$ cat src/rtl/instr_queue.sv
// Instruction-fetch queue: issues one sequential fetch at a time, buffers returned words with PCs.
// Optional IQ_JAL_PREDICT_EN redirects fetch to the target of queued JAL instructions.
module instr_queue #(
  parameter int unsigned IqDepthLog = 4,
  parameter logic [31:0] ResetPc    = 32'h0
) (
  input  logic        clk,
  input  logic        rst,
  input  logic        is_stall_from_ft,
  input  logic        is_finish_from_ft,
  input  logic        is_instr_from_ft,
  input  logic [31:0] data_from_ft,
  output logic        is_empty_to_ft,
  output logic [31:0] addr_to_ft,
  output logic        is_receive_to_ft,
  input  logic        is_ready_from_dc,
  output logic        is_valid_to_dc,
  output logic [31:0] instr_to_dc,
  output logic [31:0] pc_to_dc,
  input  logic        is_clear_from_rob,
  input  logic [31:0] pc_from_rob
);

  localparam int unsigned Depth = 1 << IqDepthLog;
  localparam logic [IqDepthLog:0]   DepthCnt = {1'b1, {IqDepthLog{1'b0}}};
  localparam logic [IqDepthLog:0]   CntOne   = 1;
  localparam logic [IqDepthLog-1:0] PtrOne   = 1;

  typedef enum logic [1:0] {StIdle, StReq, StWait} state_e;

  state_e                state_q, state_d;
  logic [31:0]           fetch_pc_q, fetch_pc_d;
  logic [31:0]           req_pc_q, req_pc_d;
  logic [IqDepthLog-1:0] head_q, head_d, tail_q, tail_d;
  logic [IqDepthLog:0]   count_q, count_d;
  logic                  discard_q, discard_d;
  logic [31:0]           instr_mem_q [Depth];
  logic [31:0]           pc_mem_q    [Depth];

  logic req_fire, recv, enq, deq;

`ifdef IQ_JAL_PREDICT_EN
  logic [31:0] jal_imm;
  assign jal_imm = {{11{data_from_ft[31]}}, data_from_ft[31], data_from_ft[19:12],
                    data_from_ft[20], data_from_ft[30:21], 1'b0};
`endif

  assign req_fire         = (state_q == StReq) && !is_stall_from_ft;
  assign recv             = (state_q == StWait) && is_finish_from_ft && is_instr_from_ft;
  assign enq              = recv && !discard_q && !is_clear_from_rob;
  assign is_valid_to_dc   = (count_q != '0);
  assign deq              = is_valid_to_dc && is_ready_from_dc && !is_clear_from_rob;
  assign is_empty_to_ft   = (state_q != StReq);
  assign addr_to_ft       = fetch_pc_q;
  assign is_receive_to_ft = recv;
  assign instr_to_dc      = is_valid_to_dc ? instr_mem_q[head_q] : '0;
  assign pc_to_dc         = is_valid_to_dc ? pc_mem_q[head_q] : '0;

  always_comb begin
    state_d    = state_q;
    fetch_pc_d = fetch_pc_q;
    req_pc_d   = req_pc_q;
    head_d     = head_q;
    tail_d     = tail_q;
    count_d    = count_q;
    discard_d  = discard_q;

    unique case (state_q)
      StIdle: begin
        // Issue only while a slot is free for the word that will come back.
        if (count_q < DepthCnt) state_d = StReq;
      end
      StReq: begin
        if (req_fire) begin
          state_d    = StWait;
          req_pc_d   = fetch_pc_q;
          fetch_pc_d = fetch_pc_q + 32'd4;
        end
      end
      StWait: begin
        if (recv) begin
          state_d   = StIdle;
          discard_d = 1'b0;
        end
      end
      default: state_d = StIdle;
    endcase

    if (enq) begin
      tail_d = tail_q + PtrOne;
`ifdef IQ_JAL_PREDICT_EN
      if (data_from_ft[6:0] == 7'b1101111) fetch_pc_d = req_pc_q + jal_imm;
`endif
    end
    if (deq) head_d = head_q + PtrOne;

    unique case ({enq, deq})
      2'b10:   count_d = count_q + CntOne;
      2'b01:   count_d = count_q - CntOne;
      default: count_d = count_q;
    endcase

    if (is_clear_from_rob) begin
      head_d     = '0;
      tail_d     = '0;
      count_d    = '0;
      fetch_pc_d = pc_from_rob;
      // A request that is (or was just) in flight must have its word dropped on return.
      if (req_fire || ((state_q == StWait) && !recv)) begin
        state_d   = StWait;
        discard_d = 1'b1;
      end else begin
        state_d   = StIdle;
        discard_d = 1'b0;
      end
    end
  end

  always_ff @(posedge clk or negedge rst) begin
    if (!rst) begin
      state_q    <= StIdle;
      fetch_pc_q <= ResetPc;
      req_pc_q   <= '0;
      head_q     <= '0;
      tail_q     <= '0;
      count_q    <= '0;
      discard_q  <= 1'b0;
    end else begin
      state_q    <= state_d;
      fetch_pc_q <= fetch_pc_d;
      req_pc_q   <= req_pc_d;
      head_q     <= head_d;
      tail_q     <= tail_d;
      count_q    <= count_d;
      discard_q  <= discard_d;
    end
  end

  always_ff @(posedge clk or negedge rst) begin
    if (!rst) begin
      for (int i = 0; i < Depth; i++) begin
        instr_mem_q[i] <= '0;
        pc_mem_q[i]    <= '0;
      end
    end else if (enq) begin
      instr_mem_q[tail_q] <= data_from_ft;
      pc_mem_q[tail_q]    <= req_pc_q;
    end
  end

endmodule

$ cat config.mk
export PLATFORM = sky130hd
export DESIGN_NAME = instr_queue
export DESIGN_NICKNAME = d
export VERILOG_FILES = /design/src/rtl/instr_queue.sv
export SDC_FILE = /design/constraint.sdc
export NUM_CORES = 1
export LEC_CHECK = 0
export BUFFER_PORTS_ARGS = -buffer_cell sky130_fd_sc_hd__buf_2
export CAP_MARGIN = 10
export CORE_ASPECT_RATIO = 1.2
export CORE_MARGIN = 5
export CORE_UTILIZATION = 39
export CTS_CLUSTER_DIAMETER = 60
export DETAILED_ROUTE_END_ITERATION = 16
export PLACE_DENSITY_LB_ADDON = 0.2
export SYNTH_ARGS = -nofsm -noshare
export SYNTH_HDL_FRONTEND = slang
export SYNTH_SLANG_ARGS = --single-unit
export TNS_END_PERCENT = 50
$ cat constraint.sdc
create_clock -name clk -period 4.81 [get_ports clk]
set_clock_uncertainty 0.2 [all_clocks]
set_input_delay 0.7215 -clock clk [delete_from_list [all_inputs] [get_ports clk]]
set_output_delay 0.7215 -clock clk [all_outputs]
set_load 0.05 [all_outputs]
==> out/qor.csv, run 1 <==
metric,value,unit
p_sw_share,31.2,%
place_area,0.0526,mm^2
critical_path.max_fanout,54,
grt_pass1_wl,200,mm
fp.dieH,402,um
clk_latency,0.72,ns
setup.worst_path.class,register to output pin,
track_usage,19.5,%
crit_buf_inv,3,
p_leak,27.6,nW
pwr-share-comb,20.7,%
die_x,337,um
cpLargestDelayFamily,multiplexers,
ir_drop,0.000321,V
max_cap_viol_count,0,
arrival,3.43,ns
grt_overflow,0,
netSwitchingPower,7.95,mW
routed_wl,130,mm
layout_common_cells,"1,100 x dfrtp_1, 1,023 x mux2_2, 320 x mux4_2, 168 x buf_2, 118 x clkbuf_16",
p_int,17.6,mW
ctsResizeCount,0,
clk_pin_slew_worst_paths,0.06,ns
cp_slowest_stage_delay,0.56,ns
tightestPinTransition,0.907,ns
rsz0062_at_grt,no,
powerDensity,447,mW/mm^2
finalSetupTns,0,ns
initial_core_util,39.1,%
end_kind,output pin,
p_seq_share,41.8,%
startpoint_type,register,
ctsLongestPathBuffers,3,
gp_congestion,0.753,
setup_viol,0,
syn_to_final_growth,14.3,%
grt_pass1_vias,31400,
layout_min_cycle_time,4.35,ns
synth_cell_type_count,44,
grt_antenna_before_repair,9,
crit_chain,buf_12 -> buf_12 -> mux4_2 -> mux4_2 -> and2_1 -> buf_2,
grt_max_degree,146,
numCtsBuffers,117,
hp-class,primary input to register,
postLayoutCellArea,0.0571,mm^2
synth_seq_cells,1104,
dp_hpwl,72.5,mm
hold_violations,0,
post-route-period-util,90.5,%
outcome,"finished, final reports clean",
synthesis.nets,3127,
clockPowerShare,37.5,%
drt_iter0_drc,1566,
cp_slowest_cell,mux4_2,
numPortBuffers,169,
core,0.128,mm^2
io_pins,170,
detail_route.wl_per_cell,26.2,um
maxSlewHeadroom,39.0,%
syn_area_per_cell,16.4,um^2
synth-seq-area-share,55.3,%
n_fill_cell,11100,
synth_area,0.0500,mm^2
dieArea,0.135,mm^2
cts_root_buf,clkbuf_16,
crit_required,3.89,ns
drive_gt1_share,55.0,%
synthCells,3048,
final_common_cell,dfrtp_1,
cts_tree,yes,
drtAntennaViolNets,0,
total_power,25.5,mW
row_count,144,
synth_warnings,0,
via_per_inst,5.57,
drc,0,
final_max_slew_viol_count,0,
dr_total_vias,27600,
cts_sinks,1104,
nNetsFinal,3249,
h-tree-depth,3,
fmax,230,MHz
dr.pass1.iters,5,
[registers in the layout, summed over array words and instances (netlist names)]
name	count
instr_mem_q	512
pc_mem_q	512
addr_to_ft	32
req_pc_q	32
count_q	5
head_q	4
tail_q	4
state_q	2
discard_q	1
[cell families (layout without fill, tap and decap cells)]
family | count (synthesis) | count (layout) | share of synthesized area [%]
adders and majority gates | 8 | 8 | 0.200
other | 0 | 3 | 0
AOI/OAI and AO/OA | 44 | 44 | 0.531
muxes | 1385 | 1385 | 38.4
DFF | 1104 | 1104 | 55.3
buffers and inverters | 266 | 487 | 2.65
and+or+nand+nor | 204 | 204 | 2.28
xor gates and xnor gates | 37 | 37 | 0.648
[layer usage]
layer	global-route usage, %	vias up	share of wire (%)
met1	25.8	15200	43
met2	33.4	562	51
met4	5.16	0	2.2
met5	0	-	0
li1	-	11600	-
met3	3.23	179	4.2
[area by class of cell]
class	count	area [um^2]	share of cell area (%)
Inverter	8	30.0	0.0526
Multi-Input combinational cell	1678	21200	37.0
Sequential cell	1104	27600	48.4
Clock buffer	173	3500	6.13
Tap cell	1679	2100	3.68
Timing Repair Buffer	261	2040	3.57
Antenna cell	3	7.51	0.0131
Clock inverter	45	639	1.12
[through the flow]
step | hold WS, ns | std cells | setup WS (ns) | utilization, %
CTS | 0.115 | 4948 | 0.305 | 44.6
detailed placement | 0.280 | 4697 | 1.12 | 41.2
global route | 0.178 | 4949 | 0.210 | 44.6
finish | 0.188 | 4951 | 0.455 | 44.7
global placement | 0.269 | 4697 | 1.11 | 41.2
floorplan | 0.226 | 3048 | 1.65 | -
[power groups by stage]
stage          clock (mW)  sequential (mW)  combinational (mW)
3_3_place_gp            0             10.8                5.31
4_1_cts              9.84             10.7                5.40
5_1_grt              10.2             10.8                5.68
2_1_floorplan           0             10.3                4.12
6_report             9.58             10.7                5.27
3_5_place_dp            0             10.8                5.37
[path summary, 6_finish.rpt]
check,startpoint,endpoint,slack (ns),cells after the start
worst max-delay path,head_q[0],pc_to_dc[1],0.46,6
worst min-delay path,is_stall_from_ft,state_q[0],0.19,3
max in group asynchronous,rst,pc_mem_q[70],2.65,3
worst min register to register,instr_mem_q[120],instr_mem_q[120],0.29,1
min in group asynchronous,rst,req_pc_q[26],0.43,2
worst max register to register,count_q[2],count_q[4],1.64,9
[timing repair]
item	4_1_cts	5_1_grt
endpoints found under the hold margin	93	0
hold buffers	33	0
buffers inserted	0	0
[Yosys cell counts]
master     count  area, um^2
mux2_1        39         439
o221ai_1       1        8.76
nand3_2        4        40.0
nor2_1        19        71.3
xor2_1        20         175
nand4bb_1      1        11.3
nand4_1       16         100
or3_1          1        6.26
a22oi_1        1        7.51
buf_2        112         561
nand3_1        9        45.0
mux4_2       320        7210
ha_1           8         100
a21o_1         1        7.51
xnor2_1       17         149
or2_1          1        6.26
a31o_2         1        8.76
a211oi_1       1        7.51
nor3_1         4        20.0
nand2_1       56         210
a31oi_1        1        6.26
buf_6         25         282
and2_1        69         432
nor4_4         1        21.3
buf_1         12        45.0
nor2b_1        4        25.0
dfrtp_1     1104       27600
and4_1         1        8.76
clkbuf_1     109         409
nor3_2         3        30.0
and3_1         6        37.5
mux2_2      1023       11500
inv_1          8        30.0
o21a_1         1        7.51
o41ai_4        1        27.5
mux2i_1        3        30.0
nor4_1         4        25.0
or2_2          1        6.26
a21oi_1        4        20.0
o32ai_1        1        8.76
o21ai_0       31         155
nand4b_4       1        23.8
or4_1          2        15.0
nand2b_1       1        6.26
[worst min-delay path: stages]
cell	delay [ns]
buf_2	0.15
a21oi_1	0.15
nor3_1	0.05
Power figures use the tool's default switching activity.
==> run 2: changes to the inputs <==
Settings changed: CORE_UTILIZATION 39 to 55.
==> run 2 against run 1 <==
Combinational power down 2%. Clock power down 10%. Via count down 0.35%. Global-route usage up 5.6 points. Power down 4.1%. Sequential share of layout area up 1.2 points. Fmax down 1.3%. Die area down 28%. Setup slack worse by 0.057 ns.
==> out/qor.csv, run 2 (same netlist as run 1, synthesis figures left out) <==
metric,value,unit,change
io_pins,170,,unchanged
cp-startpoint,head_q[0],,unchanged
routed_wl,119,mm,was 130 mm
grt_overflow,0,,unchanged
ctsResizeCount,0,,unchanged
ctsLongestPathBuffers,3,,unchanged
dr.pass1.iters,5,,unchanged
p_seq_share,43.6,%,was 41.8%
initial_core_util,55.2,%,was 39.1%
hp-class,primary input to register,,unchanged
min-delay-start,pc_from_rob[25],,was is_stall_from_ft
max_cap_viol_count,0,,unchanged
dp_hpwl,67.6,mm,was 72.5 mm
p_sw_share,31.3,%,was 31.2%
core,0.0905,mm^2,was 0.128 mm^2
detail_route.wl_per_cell,27.1,um,was 26.2 um
outcome,"finished, final reports clean",,unchanged
track_usage,25.1,%,was 19.5%
crit_required,3.89,ns,about the same
numPortBuffers,169,,unchanged
n_fill_cell,6572,,"was 11,100"
place_area,0.0519,mm^2,was 0.0526 mm^2
drc,0,,unchanged
clk_pin_slew_worst_paths,0.06,ns,about the same
layout_min_cycle_time,4.41,ns,was 4.35 ns
ir_drop,0.000468,V,was 0.000321 V
finalSetupTns,0,ns,unchanged
setup_viol,0,,unchanged
h-tree-depth,3,,unchanged
gp_congestion,0.800,,was 0.753
placed_cells,4191,,"was 4,697"
numCtsBuffers,110,,was 117
dieArea,0.0970,mm^2,was 0.135 mm^2
critical_path.max_fanout,40,,was 54
hold_end,addr_to_ft[25],,was state_q[0]
layout_common_cells,"1,100 x dfrtp_1, 1,023 x mux2_2, 320 x mux4_2, 168 x buf_2, 112 x clkbuf_16",,"was 1,100 x dfrtp_1, 1,023 x mux2_2, 320 x mux4_2, 168 x buf_2, 118 x clkbuf_16"
maxSlewHeadroom,24.6,%,was 39.0%
netSwitchingPower,7.65,mW,was 7.95 mW
arrival,3.49,ns,was 3.43 ns
final_cells,4400,,"was 4,951"
hold_slack,0.0537,ns,was 0.188 ns
setup.worst_path.class,register to output pin,,unchanged
rsz0062_at_grt,no,,unchanged
drive_gt1_share,55.0,%,about the same
grt_antenna_before_repair,3,,was 9
clk_latency,0.70,ns,was 0.72 ns
dr_total_vias,27500,,"was 27,600"
tightestPinTransition,1.13,ns,was 0.907 ns
hold_buffers,8,,was 33
fp.dieH,340,um,was 402 um
die_x,285,um,was 337 um
pwr-share-comb,21.2,%,was 20.7%
cts_sinks,1104,,unchanged
clockPowerShare,35.3,%,was 37.5%
cts_tree,yes,,unchanged
syn_to_final_growth,11.4,%,was 14.3%
via_per_inst,6.24,,was 5.57
cts_setup_buffers,0,,unchanged
grt_pass1_vias,30700,,"was 31,400"
cts_root_buf,clkbuf_16,,unchanged
fmax,227,MHz,was 230 MHz
hold_violations,0,,unchanged
post-route-period-util,91.7,%,was 90.5%
powerDensity,439,mW/mm^2,was 447 mW/mm^2
r2r_cells,4,,was 9
postLayoutCellArea,0.0557,mm^2,was 0.0571 mm^2
grt_max_degree,125,,was 146
rr_startpoint,tail_q[2],,was count_q[2]
final_common_cell,dfrtp_1,,unchanged
largestRegisters,"instr_mem_q (512), pc_mem_q (512)",,unchanged
final_max_slew_viol_count,0,,unchanged
startpoint_type,register,,unchanged
grt_pass1_wl,189,mm,was 200 mm
r2r_slack,1.53,ns,was 1.64 ns
drt_iter0_drc,1657,,"was 1,566"
hold_path_depth,3,,unchanged
p_int,16.8,mW,was 17.6 mW
nNetsFinal,3222,,"was 3,249"
p_leak,27.2,nW,was 27.6 nW
end_kind,output pin,,unchanged
drtAntennaViolNets,0,,unchanged
fin_util,61.5,%,was 44.7%
rr_endpoint,instr_mem_q[292],,was count_q[4]
row_count,121,,was 144
run 2: cell type report:
cell class | instances | area [um^2] | share of cell area [%]
diodes | 3 | 7.51 | 0.0135
clock buffers | 165 | 3240 | 5.82
clock inverters | 33 | 418 | 0.750
inverters | 8 | 30.0 | 0.0539
multi-input cells | 1678 | 21200 | 38.0
flip-flops and latches | 1104 | 27600 | 49.6
well taps | 1168 | 1460 | 2.62
repair buffers | 241 | 1730 | 3.11
run 2: critical path, cell delays in order, from the launching register on:
cell	delay (ns)
dfrtp_4	0.62
buf_12	0.31
buf_12	0.36
mux4_2	0.55
mux4_2	0.48
and2_1	0.21
buf_2	0.22
run 2: power by group through the flow:
| stage | clock network [mW] | registers (mW) | logic (mW) |
|---|---|---|---|
| finish | 8.62 | 10.7 | 5.18 |
| CTS | 8.80 | 10.7 | 5.26 |
| detailed placement | 0 | 10.8 | 5.25 |
| floorplan | 0 | 10.3 | 4.12 |
| global route | 9.18 | 10.8 | 5.53 |
| global placement | 0 | 10.7 | 5.16 |
run 2: routing by layer:
metal  vias to the layer above  wire length (um)  track usage (%)
met4                         2              2120             5.56
met5                         -                13                0
met2                       570             60800             42.4
li1                      11500                 -                -
met3                       139              4910             3.54
met1                     15200             51600             35.2
run 2: how the worst max path moves through the flow:
stage | end | slack (ns) | depth (start not counted)
floorplan | instr_to_dc[0] | 1.65 | 6
global placement | instr_to_dc[7] | 1.10 | 6
detailed placement | instr_to_dc[3] | 1.05 | 6
CTS | instr_to_dc[3] | 0.29 | 6
global route | instr_to_dc[3] | 0.23 | 6
finish | instr_to_dc[3] | 0.40 | 6
run 2: through the flow:
stage          setup WS (ns)  total power [mW]
6_report               0.399              24.5
5_1_grt                0.230              25.5
4_1_cts                0.292              24.7
3_5_place_dp            1.05              16.1
3_3_place_gp            1.10              15.9
2_1_floorplan           1.65              14.4
==> run 3: changes to the inputs <==
Settings changed: BUFFER_PORTS_ARGS -buffer_cell sky130_fd_sc_hd__buf_2 to default, CAP_MARGIN 10 to default, DONT_BUFFER_PORTS from default to 1.
==> run 3 against run 2 <==
Fmax rose by 1.8%. Combinational power is 8.7% lower. Design area shrank 0.56%. First-iteration DRC count up 7.3%. Via count is 2.2% lower. Final cell count fell by 2.9%. Routed wire length is 1.8% lower. Sequential power about the same. Flip-flop and latch count unchanged.
==> out/qor.csv, run 3 (same netlist as run 1, synthesis figures left out) <==
metric,value,unit,change
outcome,"finished, final reports clean",,unchanged
grt_pass1_vias,30000,,"was 30,700"
rsz0062_at_grt,no,,unchanged
grt_pass1_wl,184,mm,was 189 mm
r2r_cells,6,,was 4
io_pins,170,,unchanged
final_common_cell,dfrtp_1,,unchanged
critical_path.max_fanout,64,,was 40
final_max_slew_viol_count,0,,unchanged
via_per_inst,6.29,,was 6.24
crit_chain,buf_12 -> mux4_2 -> mux4_2 -> and2_1,,was buf_12 -> buf_12 -> mux4_2 -> mux4_2 -> and2_1 -> buf_2
fmax,231,MHz,was 227 MHz
cpLargestDelayFamily,multiplexers,,unchanged
postLayoutCellArea,0.0554,mm^2,was 0.0557 mm^2
cp_slowest_cell,dfrtp_4,,unchanged
drt_iter0_drc,1778,,"was 1,657"
hp-class,primary input to register,,unchanged
arrival,3.41,ns,was 3.49 ns
crit_path_frequent_cell,mux4_2,,
initial_core_util,55.2,%,unchanged
setup.worst_path.class,register to output pin,,unchanged
cp_num_cells,4,,was 6
crit_required,3.89,ns,about the same
tightestPinTransition,1.38,ns,was 1.13 ns
clk_latency,0.68,ns,was 0.70 ns
drive_gt1_share,51.3,%,was 55.0%
cts_tree,yes,,unchanged
clk_pin_slew_worst_paths,0.06,ns,about the same
finalSetupTns,0,ns,unchanged
crit_buf_inv,1,,was 3
syn_to_final_growth,10.8,%,was 11.4%
numPortBuffers,0,,was 169
routed_wl,117,mm,was 119 mm
layout_min_cycle_time,4.33,ns,was 4.41 ns
pre_cts_ws,1.11,ns,was 1.05 ns
die_x,285,um,unchanged
place_area,0.0509,mm^2,was 0.0519 mm^2
cp_slowest_stage_delay,0.71,ns,was 0.62 ns
h-tree-depth,3,,unchanged
setup_viol,0,,unchanged
fp.dieH,340,um,unchanged
ctsLongestPathBuffers,3,,unchanged
dp_hpwl,62.9,mm,was 67.6 mm
startpoint_type,register,,unchanged
row_count,121,,unchanged
powerDensity,437,mW/mm^2,was 439 mW/mm^2
largestRegisters,"instr_mem_q (512), pc_mem_q (512)",,unchanged
p_leak,26.6,nW,was 27.2 nW
grt_overflow,0,,unchanged
numCtsBuffers,111,,was 110
hold_slack,0.0558,ns,was 0.0537 ns
n_fill_cell,6563,,"was 6,572"
drtAntennaViolNets,0,,unchanged
gp_congestion,0.776,,was 0.800
end_kind,output pin,,unchanged
register_area,0.0276,mm^2,unchanged
hold_path_depth,2,,was 3
cts_setup_buffers,0,,unchanged
cts_sinks,1104,,unchanged
dr_total_vias,26900,,"was 27,500"
dieArea,0.0970,mm^2,unchanged
maxSlewHeadroom,8.28,%,was 24.6%
track_usage,24.5,%,was 25.1%
finalWorstSetupSlack,0.476,ns,was 0.399 ns
multi_input_area,0.0212,mm^2,about the same
detail_route.wl_per_cell,27.4,um,was 27.1 um
post-route-period-util,90.1,%,was 91.7%
dr.pass1.iters,5,,unchanged
grt_max_degree,1105,,was 125
layout_common_cells,"1,100 x dfrtp_1, 1,023 x mux2_2, 320 x mux4_2, 113 x clkbuf_16, 69 x and2_1",,"was 1,100 x dfrtp_1, 1,023 x mux2_2, 320 x mux4_2, 168 x buf_2, 112 x clkbuf_16"
drc,0,,unchanged
hold_violations,0,,unchanged
ir_drop,0.000480,V,was 0.000468 V
grt_antenna_before_repair,5,,was 3
cts_root_buf,clkbuf_16,,unchanged
core,0.0905,mm^2,unchanged
max_cap_viol_count,0,,unchanged
nNetsFinal,3094,,"was 3,222"
fin_util,61.2,%,was 61.5%
==> run 3: cell count changes in the layout (fill, tap and decap cells not counted), sizes merged, moves of 2 or more <==
cell and delta:
buf -187, dlygate4sd3 +58, clkinv +5, bufinv +3, clkbuf -3, inv -2
==> run 3: layout make-up <==
class	instances	share of cell area, %
diodes	2	0.00904
clock buffers	162	5.78
clock inverters	40	0.879
inverters	8	0.0542
multi-input cells	1678	38.2
flip-flops and latches	1104	49.9
well taps	1168	2.64
repair buffers	112	2.51
==> run 3: through the flow <==
step                      cells  power [mW]
after floorplan            3048        14.4
after global placement     3998        15.3
after detailed placement   3998        15.4
after CTS                  4265        24.3
after global routing       4272        25.2
final                      4274        24.2
==> run 3: path summary, 6_finish.rpt <==
kind                             startpoint                to  slack, ns
setup / recovery                  head_q[0]   instr_to_dc[25]       0.48
hold / removal             is_stall_from_ft        state_q[0]       0.06
setup reg to reg                 state_q[0]   instr_mem_q[97]       1.56
hold reg to reg            instr_mem_q[103]  instr_mem_q[103]       0.29
max in group asynchronous               rst       req_pc_q[2]       0.93
min in group asynchronous               rst  instr_mem_q[134]       0.33
==> run 3: repair_timing <==
item | 4_1_cts | 5_1_grt
resized for setup | 0 | 0
endpoints found under the hold margin | 1662 | 14
hold buffers | 65 | 2
==> run 3: per-layer routing <==
layer | global-route usage (%) | wire (um)
met5 | 0 | 27
met4 | 6.04 | 2500
met3 | 3.74 | 5010
met2 | 41.4 | 59200
met1 | 34.0 | 50600
==> run 3: where the power goes <==
group	total, mW	internal (mW)	switching [mW]
combinational	4.73	1.85	2.88
sequential	10.8	9.73	1.03
clock	8.72	5.14	3.58
